File: config.mk
export PLATFORM = sky130hd
export DESIGN_NAME = vmx_pe_simd
export DESIGN_NICKNAME = d
export VERILOG_FILES = /design/src/rtl/vmx_pe_simd.sv
export SDC_FILE = /design/constraint.sdc
export NUM_CORES = 1
export LEC_CHECK = 0
export BUFFER_PORTS_ARGS = -buffer_cell sky130_fd_sc_hd__buf_2
export CAP_MARGIN = 20
export CORE_MARGIN = 2
export CORE_UTILIZATION = 45
export CTS_BUF_LIST = sky130_fd_sc_hd__clkbuf_8 sky130_fd_sc_hd__clkbuf_16
export CTS_CLUSTER_DIAMETER = 150
export DETAILED_ROUTE_END_ITERATION = 6
export MAX_ROUTING_LAYER = met4
export PLACE_DENSITY = 0.69
export SLEW_MARGIN = 20
export SYNTH_ARGS = -nofsm -noshare
export SYNTH_HDL_FRONTEND = slang
export SYNTH_SLANG_ARGS = --single-unit
export TNS_END_PERCENT = 1
File: constraint.sdc
create_clock -name clk -period 13.15 [get_ports clk]
set_input_delay 1.315 -clock clk [delete_from_list [all_inputs] [get_ports clk]]
set_output_delay 1.315 -clock clk [all_outputs]
set_load 0.01 [all_outputs]
File: src/rtl/vmx_pe_simd.sv
`default_nettype none
// ============================================================================
//  Module   : vmx_pe_simd
//  Purpose  : Systolic vector-matrix processing element. It is one
//             multiply-accumulate cell of the VMX array, with configurable
//             data width and SIMD lane count. The weight is double-buffered:
//             a shadow register is loaded by a countdown tag, and an active
//             register is committed by a swap strobe. This lets the next
//             weight tile stream in while the current tile computes. Data,
//             tag, mode, swap and valid are forwarded one clock later to the
//             neighbouring cell, and a registered partial sum is emitted.
//  Options  : VMX_PE_SAT_EN - when defined, an overflowing field (or the
//             whole sum in full-width mode) is clamped to all ones instead
//             of wrapping. ovf_out is reported in both builds.
//  Ports    : clk, rst_n (async, active-low)
//             valid_in  - beat qualifier for all inputs
//             simd_mode - 0 full-width MAC, 1 LANES independent lane MACs
//             wtag_in   - {load flag, countdown index}
//             swap_in   - commit shadow weight to active weight
//             data_in   - data or weight word
//             sum_in    - upstream partial sum
//             valid_pass / simd_mode_pass / swap_pass / data_pass - forwards
//             wtag_pass - forwarded tag with the index decremented
//             sum_out   - registered partial sum
//             ovf_out   - per-field carry of sum_out (full mode: bit 0)
//  Revision : 1.0 - initial release
// ============================================================================
module vmx_pe_simd #(
   parameter int DATA_W = 16,
   parameter int LANES  = 2,
   parameter int SUM_W  = 2*DATA_W,
   parameter int TAG_W  = 8
) (
   input  logic              clk,
   input  logic              rst_n,
   input  logic              valid_in,
   input  logic              simd_mode,
   input  logic [TAG_W-1:0]  wtag_in,
   input  logic              swap_in,
   input  logic [DATA_W-1:0] data_in,
   input  logic [SUM_W-1:0]  sum_in,
   output logic              valid_pass,
   output logic              simd_mode_pass,
   output logic              swap_pass,
   output logic [TAG_W-1:0]  wtag_pass,
   output logic [DATA_W-1:0] data_pass,
   output logic [SUM_W-1:0]  sum_out,
   output logic [LANES-1:0]  ovf_out
);

   localparam int LW  = DATA_W / LANES;   // lane data width
   localparam int AW  = SUM_W / LANES;    // lane accumulator field width
   localparam int FEW = SUM_W + 1;        // full sum plus carry
   localparam int LEW = AW + 1;           // lane field plus carry

   logic [DATA_W-1:0]   r_shadow_w;
   logic [DATA_W-1:0]   r_active_w;

   logic [2*DATA_W-1:0] w_full_prod;
   logic [SUM_W:0]      w_full_ext;
   logic [SUM_W-1:0]    w_full_res;
   logic [SUM_W-1:0]    w_simd_res;
   logic [LANES-1:0]    w_simd_ovf;
   logic [SUM_W-1:0]    w_sum_next;
   logic [LANES-1:0]    w_ovf_next;
   logic                w_load;
   logic [TAG_W-2:0]    w_idx_dec;

   // The shadow register captures data only when the countdown index has
   // reached this cell (index 0) and the load flag is set.
   assign w_load    = wtag_in[TAG_W-1] && (wtag_in[TAG_W-2:0] == '0);
   // The index wraps naturally: 0 - 1 gives all ones.
   assign w_idx_dec = wtag_in[TAG_W-2:0] - (TAG_W-1)'(1);

   // Full-width MAC. The operands are zero-extended so the product keeps
   // every bit before the carry out of SUM_W is extracted.
   assign w_full_prod = {{DATA_W{1'b0}}, data_in} * {{DATA_W{1'b0}}, r_active_w};
   assign w_full_ext  = {1'b0, sum_in} + FEW'(w_full_prod);

`ifdef VMX_PE_SAT_EN
   assign w_full_res = w_full_ext[SUM_W] ? {SUM_W{1'b1}} : w_full_ext[SUM_W-1:0];
`else
   assign w_full_res = w_full_ext[SUM_W-1:0];
`endif

   // Lane MACs. Each field has its own adder, so no carry crosses a field.
   generate
      for (genvar i = 0; i < LANES; i++) begin : g_lane
         logic [2*LW-1:0] w_prod;
         logic [AW:0]     w_ext;

         assign w_prod = {{LW{1'b0}}, data_in[i*LW +: LW]}
                       * {{LW{1'b0}}, r_active_w[i*LW +: LW]};
         assign w_ext  = {1'b0, sum_in[i*AW +: AW]} + LEW'(w_prod);
         assign w_simd_ovf[i] = w_ext[AW];
`ifdef VMX_PE_SAT_EN
         assign w_simd_res[i*AW +: AW] = w_ext[AW] ? {AW{1'b1}} : w_ext[AW-1:0];
`else
         assign w_simd_res[i*AW +: AW] = w_ext[AW-1:0];
`endif
      end
   endgenerate

   assign w_sum_next = simd_mode ? w_simd_res : w_full_res;
   assign w_ovf_next = simd_mode ? w_simd_ovf : LANES'(w_full_ext[SUM_W]);

   always_ff @(posedge clk or negedge rst_n) begin
      if (!rst_n) begin
         r_shadow_w     <= '0;
         r_active_w     <= '0;
         valid_pass     <= 1'b0;
         simd_mode_pass <= 1'b0;
         swap_pass      <= 1'b0;
         wtag_pass      <= '0;
         data_pass      <= '0;
         sum_out        <= '0;
         ovf_out        <= '0;
      end else begin
         valid_pass <= valid_in;
         if (valid_in) begin
            simd_mode_pass <= simd_mode;
            swap_pass      <= swap_in;
            data_pass      <= data_in;
            wtag_pass      <= {wtag_in[TAG_W-1], w_idx_dec};
            sum_out        <= w_sum_next;
            ovf_out        <= w_ovf_next;
            // On a beat that both loads and swaps, active takes the old
            // shadow value, because both assignments sample pre-edge values.
            if (w_load) begin
               r_shadow_w <= data_in;
            end
            if (swap_in) begin
               r_active_w <= r_shadow_w;
            end
         end
      end
   end

endmodule
`default_nettype wire
==> results of run 1 <==
-- worst max path at each step --
stage	from	depth (start not counted)	endpoint
finish	data_in[9]	20	sum_out[31]
global route	data_in[9]	20	sum_out[31]
CTS	data_in[9]	20	sum_out[31]
detailed placement	data_in[9]	20	sum_out[31]
global placement	data_in[10]	20	sum_out[30]
floorplan	data_in[10]	21	sum_out[30]
-- critical path, delay by kind of cell --
family | cells | cell delay (ns)
fa+ha+maj | 7 | 3.45
compound gates | 5 | 1.27
buf+inv | 4 | 0.53
simple gates | 4 | 0.68
-- Yosys cell counts (all sizes together), types with 3 or more instances --
cell type	instances	area [um^2]
o21a	10	75.07
a21o	20	150.1
buf	8	31.28
nor3b	3	27.52
inv	525	1971
a21oi	72	360.4
mux2	54	608.1
nor2b	8	50.05
xor2	20	175.2
nor3	12	60.06
a211oi	11	82.58
o31ai	5	42.54
dfrtp	93	2327
a2111oi	3	51.30
ha	171	2140
nor2	67	251.5
nand3	13	65.06
and2	114	713.2
fa	312	6246
a211o	3	26.28
clkbuf	48	180.2
mux2i	6	60.06
nand2b	11	68.82
xnor2	22	192.7
a31oi	5	46.29
nand2	172	645.6
o221ai	3	26.28
o21ai	48	247.8
a2bb2oi	3	26.28
or2	3	18.77
and3	5	31.28
or3	6	37.54
o211ai	5	37.54
-- metrics by stage --
stage / setup slack (ns) / area (um^2)
after floorplan: 6.176 / 17290
after global placement: 5.928 / 18350
after detailed placement: 5.814 / 18350
after CTS: 6.184 / 18660
after global routing: 5.881 / 18660
final: 6.148 / 18660
-- cell families (layout without fill, tap and decap cells) --
logic type | count (synthesis) | after routing | share of synthesized area [%]
compound gates | 207 | 207 | 7.787
xor+xnor | 42 | 42 | 2.127
fa+ha+maj | 483 | 483 | 48.50
buf+inv | 582 | 666 | 12.64
flops | 93 | 93 | 13.46
mux | 60 | 60 | 3.864
simple gates | 420 | 420 | 11.62
-- where the power goes --
part | switching [mW] | leakage, nW | internal [mW]
registers | 0.0484 | 1.15 | 0.335
logic | 0.613 | 8.87 | 0.425
clock network | 0.134 | 0.155 | 0.151
total | 0.796 | 10.2 | 0.912
-- routing by layer --
metal | vias up | wire length [um] | GRT usage (%)
met5 | - | 0 | -
met4 | 0 | 1292 | 7.791
met3 | 85 | 2274 | 3.125
met2 | 334 | 23110 | 42.68
met1 | 6487 | 17420 | 29.46
li1 | 5847 | - | -
-- sequential cells by signal, indices dropped and copies added, names as in the netlist --
| name | cells |
|---|---|
| wtag_pass | 8 |
| ovf_out | 2 |
| r_shadow_w | 16 |
| sum_out | 32 |
| data_pass | 16 |
| valid_pass | 1 |
| swap_pass | 1 |
| simd_mode_pass | 1 |
| r_active_w | 16 |
-- area by class of cell --
type                       instances  area share, %
multi-input combinational       1212          68.49
inverter                         526          10.58
tap                              511          3.427
clock inverter                     7         0.4292
timing repair buffer             124          3.393
clock buffer                       9          1.207
sequential                        93          12.47
==> key figures, run 1 <==
Status
  – Status: finished, final reports clean

Synth
  – Synth unique cells: 62
  – Prevailing post-synth register cell: dfrtp_1
  – Mapped Area: 0.01729 mm^2
  – Synth Net Count: 2431
  – Ys async rst share: 100.0%
  – Synthesized area per cell: 9.163 um^2
  – Syn Inst Count: 1887
  – Post-synth EDFFs: 0
  – Count of state elements after synthesis: 93
  – Yosys Warn Count: 0
  – Seq/Total Area, Yosys: 13.46%

Routing
  – Routed Antenna Nets: 0
  – Total iterations of the first detailed-routing run: 5
  – Routed WL: 44090 um
  – Detailed Route Iter0 Violations: 737
  – Avg WL per Cell: 17.76 um
  – Vias: 12.75k
  – DR DRC count: 0
  – Via/cell ratio: 5.138

STA
  – Unrepaired setup endpoints after global routing: no
  – Final min period: 7.002 ns
  – Achievable clock frequency: 142.8 MHz
  – Clock Skew: 0.01219 ns
  – Sum Neg Setup Slack: 0 ns
  – Final setup violation count: 0
  – Slew @ Worst Pin: 1.074 ns
  – Max-slew violations: 0
  – Worst hold slack: 0.4798 ns
  – Hold Violations, Final: 0
  – Normalized max-slew margin: 28.24%
  – Tcrit/Tclk final: 53.25%

Worst hold path
  – Hold path endpoint: ovf_out[1]
  – Worst hold start: ovf_out[1]
  – Min-delay worst type: flop to flop
  – Hold Path Stages: 2

Worst setup path
  – Critical Path RT: 13.40 ns
  – CP arrival: 7.25 ns
  – Worst R2R End: sum_out[31]
  – Critical path type: input port to flop
  – RR Startpoint: r_active_w[3]
  – Reg2reg setup slack: 6.55 ns
  – Crit path largest cell delay: 0.58 ns
  – Startpoint Class: input port
  – Cell chain of the critical path: buf_2 -> nand2_1 -> fa_1 -> inv_1 -> fa_1 -> fa_1 -> fa_1 -> fa_1 -> inv_1 -> fa_1 -> inv_1 -> ha_1 -> nand2_1 -> nor2_1 -> nand3_1 -> a211oi_1 -> o41ai_2 -> o31ai_1 -> a2bb2oi_1 -> o211ai_1
  – Worst setup EP type: flop
  – Most frequent CP cell: fa_1
  – Worst reg2reg path depth: 19
  – Slowest-stage cell, CP: fa_1
  – Worst Path Max Fanout: 18

Place
  – I/O Buffers: 121
  – Cell Count Post-Placement: 2466
  – Gpl congestion: 0.9183
  – DP HPWL: 36040 um

Clock tree
  – Clk_lat worst skew: 0.37 ns
  – Num CTS Buffers: 9
  – CTS tree: yes
  – H-tree levels: 3
  – Reg clk slew, reported paths: 0.07 ns
  – Hold_buf cts: 0
  – Sink Count: 93
  – # Post-CTS Setup Buffers: 0
  – CTS root buf: clkbuf_16
  – # resized after CTS: 0
  – Clock buffer depth: 2

Floorplan
  – Die area: 0.04001 mm^2
  – Ports: 122
  – Rows: 71
  – Die Span Y: 200.0 um
  – Starting density of the core: 45.80%
  – Core area: 0.03776 mm^2
  – Die W: 200.0 um

Final layout
  – Nets@finish: 2510
  – Post-layout util: 49.42%
  – Register Area: 0.002327 mm^2
  – Fillers: 3583
  – Multi-input logic area: 0.01278 mm^2
  – Commonest non-fill, non-tap cell in the layout: inv_1
  – Layout cells sized above 1: 9.893%
  – Layout Cells excl Fill: 2482
  – Ant diodes: 0
  – Most frequent cells in the layout: inv_1 (526), fa_1 (312), nand2_1 (172)
  – Synthesis-to-layout area growth: 7.902%

Global routing
  – First-pass GRT wire length: 72360 um
  – Vias in the first global route: 13.93k
  – GRT Total Usage: 24.44%
  – Maximum number of pins on one net before global-route repair: 86
  – Gr ovfl total: 0
  – Initial antenna violation count: 0

Power
  – Overall power: 1.707 mW
  – Max IR drop VDD: 0.07395 mV
  – Pwr dens: 91.52 mW/mm^2
  – Static Leak: 10.18 nW

Job
  – MaxCap Viol Count: 0
No activity file was read; power rests on OpenSTA's default activity.
==> run 2, diff against run 1 <==
--- a/config.mk
+++ b/config.mk
@@ -5,6 +5,7 @@
 export SDC_FILE = /design/constraint.sdc
 export NUM_CORES = 1
 export LEC_CHECK = 0
+export ABC_AREA = 1
 export BUFFER_PORTS_ARGS = -buffer_cell sky130_fd_sc_hd__buf_2
 export CAP_MARGIN = 20
 export CORE_MARGIN = 2
@@ -13,7 +14,7 @@
 export CTS_CLUSTER_DIAMETER = 150
 export DETAILED_ROUTE_END_ITERATION = 6
 export MAX_ROUTING_LAYER = met4
-export PLACE_DENSITY = 0.69
+export PLACE_DENSITY = 0.72
 export SLEW_MARGIN = 20
 export SYNTH_ARGS = -nofsm -noshare
 export SYNTH_HDL_FRONTEND = slang
==> constraint.sdc (replaced) <==
create_clock -name clk -period 5.95 [get_ports clk]
set_input_delay 0.595 -clock clk [delete_from_list [all_inputs] [get_ports clk]]
set_output_delay 0.595 -clock clk [all_outputs]
set_load 0.01 [all_outputs]
==> key figures, run 2 <==
STA
  – Sum Neg Setup Slack: 0 ns (unchanged)
  – Final min period: 5.702 ns
  – Slew @ Worst Pin: 0.8187 ns (-0.2551 ns)
  – Tcrit/Tclk final: 95.82%
  – Hold Violations, Final: 0 (unchanged)
  – Unrepaired setup endpoints after global routing: no
  – Max-slew violations: 0 (unchanged)
  – Achievable clock frequency: 175.4 MHz
  – Normalized max-slew margin: 45.42% (+17 points)
  – Final setup violation count: 0 (unchanged)
  – Clock Skew: 0.01633 ns (+0.004146 ns)

Worst setup path
  – Worst Path Max Fanout: 10 (-8)
  – Slowest-stage cell, CP: dfrtp_1
  – Crit path max-delay family: adder cells
  – Crit path largest cell delay: 0.62 ns (+0.04 ns)
  – Critical Path RT: 6.24 ns (-7.16 ns)
  – Worst setup EP type: flop
  – Startpoint Class: flop
  – WP buf/inv: 3 (-1)
  – Cell chain of the critical path: nand2_1 -> fa_1 -> fa_1 -> fa_1 -> fa_1 -> inv_1 -> fa_1 -> inv_1 -> fa_1 -> inv_1 -> ha_1 -> nand2_2 -> nor2_2 -> nand3_1 -> nand3_2 -> nand2_1 -> nand3_1 -> nand2_1 -> nand3_1 -> nand2_1 -> nand2_1 -> nand2_1
  – CP arrival: 5.99 ns (-1.26 ns)
  – Critical path type: flop to flop

Final layout
  – Ant diodes: 0 (unchanged)
  – Nets@finish: 3085 (+23%)
  – Layout cells sized above 1: 11.59% (+1.7 points)
  – Commonest non-fill, non-tap cell in the layout: inv_1
  – Synthesis-to-layout area growth: 9.073%
  – Most frequent cells in the layout: inv_1 (754), nand2_1 (597), fa_1 (312)
  – Fillers: 4063 (+13%)
  – Multi-input logic area: 0.01301 mm^2 (+1.8%)
  – Largest Register: sum_out
  – Max reg flops: 32 (unchanged)
  – Register Area: 0.002342 mm^2 (+0.65%)

Power
  – Max IR drop VDD: 0.2075 mV (+180%)
  – Sequential fraction of design power: 20.6% (-1.9 points)
  – Clock share of power: 15.2% (-1.5 points)
  – Power Internal: 1.999 mW (+120%)
  – Net Sw Frac: 50.42% (+3.8 points)
  – Logic pwr share: 64.2% (+3.4 points)
  – Static Leak: 12.51 nW (+23%)
  – Switching power: 2.033 mW (+160%)
  – Pwr dens: 199.5 mW/mm^2 (+120%)
  – Overall power: 4.032 mW (+140%)

Synth
  – Yosys top cell area share: 33.70% (-2.4 points)
  – Syn Inst Count: 2436 (+29%)
  – Synth unique cells: 36 (-42%)
  – Ys async rst share: 100.0% (unchanged)
  – Synth Net Count: 2980 (+23%)
  – Top cells by area, synth: fa_1 (34%), inv_1 (15%), dfrtp_1 (13%)
  – Mapped Area: 0.01854 mm^2 (+7.2%)
  – Count of state elements after synthesis: 93 (unchanged)
  – Prevailing post-synth register cell: dfrtp_1
  – Seq/Total Area, Yosys: 12.56% (-0.90 points)
  – Post-synth EDFFs: 0 (unchanged)
  – Synth area leader: fa_1
  – Yosys Warn Count: 0 (unchanged)
  – Synthesized area per cell: 7.609 um^2 (-17%)
  – Synth top cells by count: inv_1 (755), nand2_1 (597), fa_1 (312)
  – Cell with the most instances after synthesis: inv_1

Job
  – MaxCap Viol Count: 0 (unchanged)

Floorplan
  – Die W: 207.0 um (+3.5%)
  – Die Span Y: 207.0 um (+3.5%)
  – Ports: 122 (unchanged)
  – Starting density of the core: 45.50% (-0.30 points)
  – Core area: 0.04074 mm^2 (+7.9%)
  – Die area: 0.04283 mm^2 (+7.1%)
  – Rows: 74 (+4.2%)

Worst hold path
  – Min-delay worst type: input port to asynchronous set/reset pin

Clock tree
  – Num CTS Buffers: 9 (unchanged)
  – CTS tree: yes
  – Reg clk slew, reported paths: 0.08 ns (about the same)
  – Sink Count: 93 (unchanged)
  – Clk_lat worst skew: 0.40 ns (+0.03 ns)
  – CTS root buf: clkbuf_16
  – Clock buffer depth: 2 (unchanged)
  – H-tree levels: 3 (unchanged)
  – # Post-CTS Setup Buffers: 0 (unchanged)

Routing
  – Detailed Route Iter0 Violations: 1016 (+38%)
  – Met3 WL: 2188 um (-3.8%)
  – Total iterations of the first detailed-routing run: 7 (+2)
  – Avg WL per Cell: 16.11 um (-9.3%)
  – WL met1: 20410 um (+17%)
  – Vias: 15.09k (+18%)
  – Routed WL: 49590 um (+12%)
  – Via/cell ratio: 4.901 (-4.6%)
  – Met2 WL: 24930 um (+7.9%)
  – DR DRC count: 0 (unchanged)
  – Routed Antenna Nets: 0 (unchanged)
  – Top Layer Used: met4

Global routing
  – Initial antenna violation count: 0 (unchanged)
  – Vias in the first global route: 16.51k (+19%)
  – Gr ovfl total: 0 (unchanged)
  – First-pass GRT wire length: 82900 um (+15%)
  – Maximum number of pins on one net before global-route repair: 60 (-30%)
  – GRT Total Usage: 25.76% (+1.3 points)

Status
  – Status: finished, final reports clean

Place
  – I/O Buffers: 121 (unchanged)
  – Gpl congestion: 0.9184 (about the same)
  – DP HPWL: 42850 um (+19%)
[run 2: metrics by stage]
stage / util [%] / area [um^2] / worst slack, ns / cells / hold slack, ns
floorplan: - / 18540 / 0.3426 / 2436 / 0.2994
global placement: 48.85 / 19900 / -0.06602 / 3062 / 0.4540
detailed placement: 48.85 / 19900 / -0.09137 / 3062 / 0.4599
CTS: 49.57 / 20190 / 0.1388 / 3078 / 0.2038
global route: 49.63 / 20220 / 0.007771 / 3078 / 0.2409
finish: 49.63 / 20220 / 0.2484 / 3078 / 0.1848
[run 2: what timing repair did]
action / in CTS / in global routing
gates resized for setup: 0 / 14
hold buffers: 0 / 0
endpoints found under the setup margin: 0 / 11
[run 2: path summary, 6_finish.rpt]
path                                     start  cells past startpoint             end  slack [ns]
worst max-delay path             r_active_w[2]                     22     sum_out[21]        0.25
worst min-delay path                     rst_n                      1      sum_out[4]        0.18
worst max register to register   r_active_w[2]                     22     sum_out[21]        0.25
worst min register to register  simd_mode_pass                      2  simd_mode_pass        0.48
max in group asynchronous                rst_n                      2  r_active_w[13]        4.56
min in group clk                    wtag_in[0]                      2    wtag_pass[0]        0.40
[run 2: metal layers]
layer,track usage (%),up-vias
met5,-,-
met4,10.44,0
met3,2.622,115
met2,44.42,431
met1,30.96,7355
li1,-,7184
[run 2: logic make-up after synthesis]
kind of cell | share of synthesized area, %
compound gates | 5.333
xor+xnor | 0.5670
fa+ha+maj | 45.24
buf+inv | 17.31
flops | 12.56
mux | 0.9720
simple gates | 18.02
[run 2: final cells by class]
class / count / share of cell area (%)
multi-input cells: 1497 / 64.34
inverters: 759 / 14.09
flip-flops and latches: 93 / 11.59
repair buffers: 181 / 5.236
well taps: 532 / 3.292
clock buffers: 10 / 1.182
clock inverters: 6 / 0.2723
[run 2: power groups by stage]
| stage | clock network [mW] | registers (mW) | logic, mW |
|---|---|---|---|
| after global placement | 0 | 0.837 | 2.55 |
| after CTS | 0.631 | 0.828 | 2.61 |
| after floorplan | 0 | 0.836 | 1.72 |
| final | 0.614 | 0.830 | 2.59 |
| after global routing | 0.652 | 0.840 | 2.97 |
| after detailed placement | 0 | 0.838 | 2.58 |
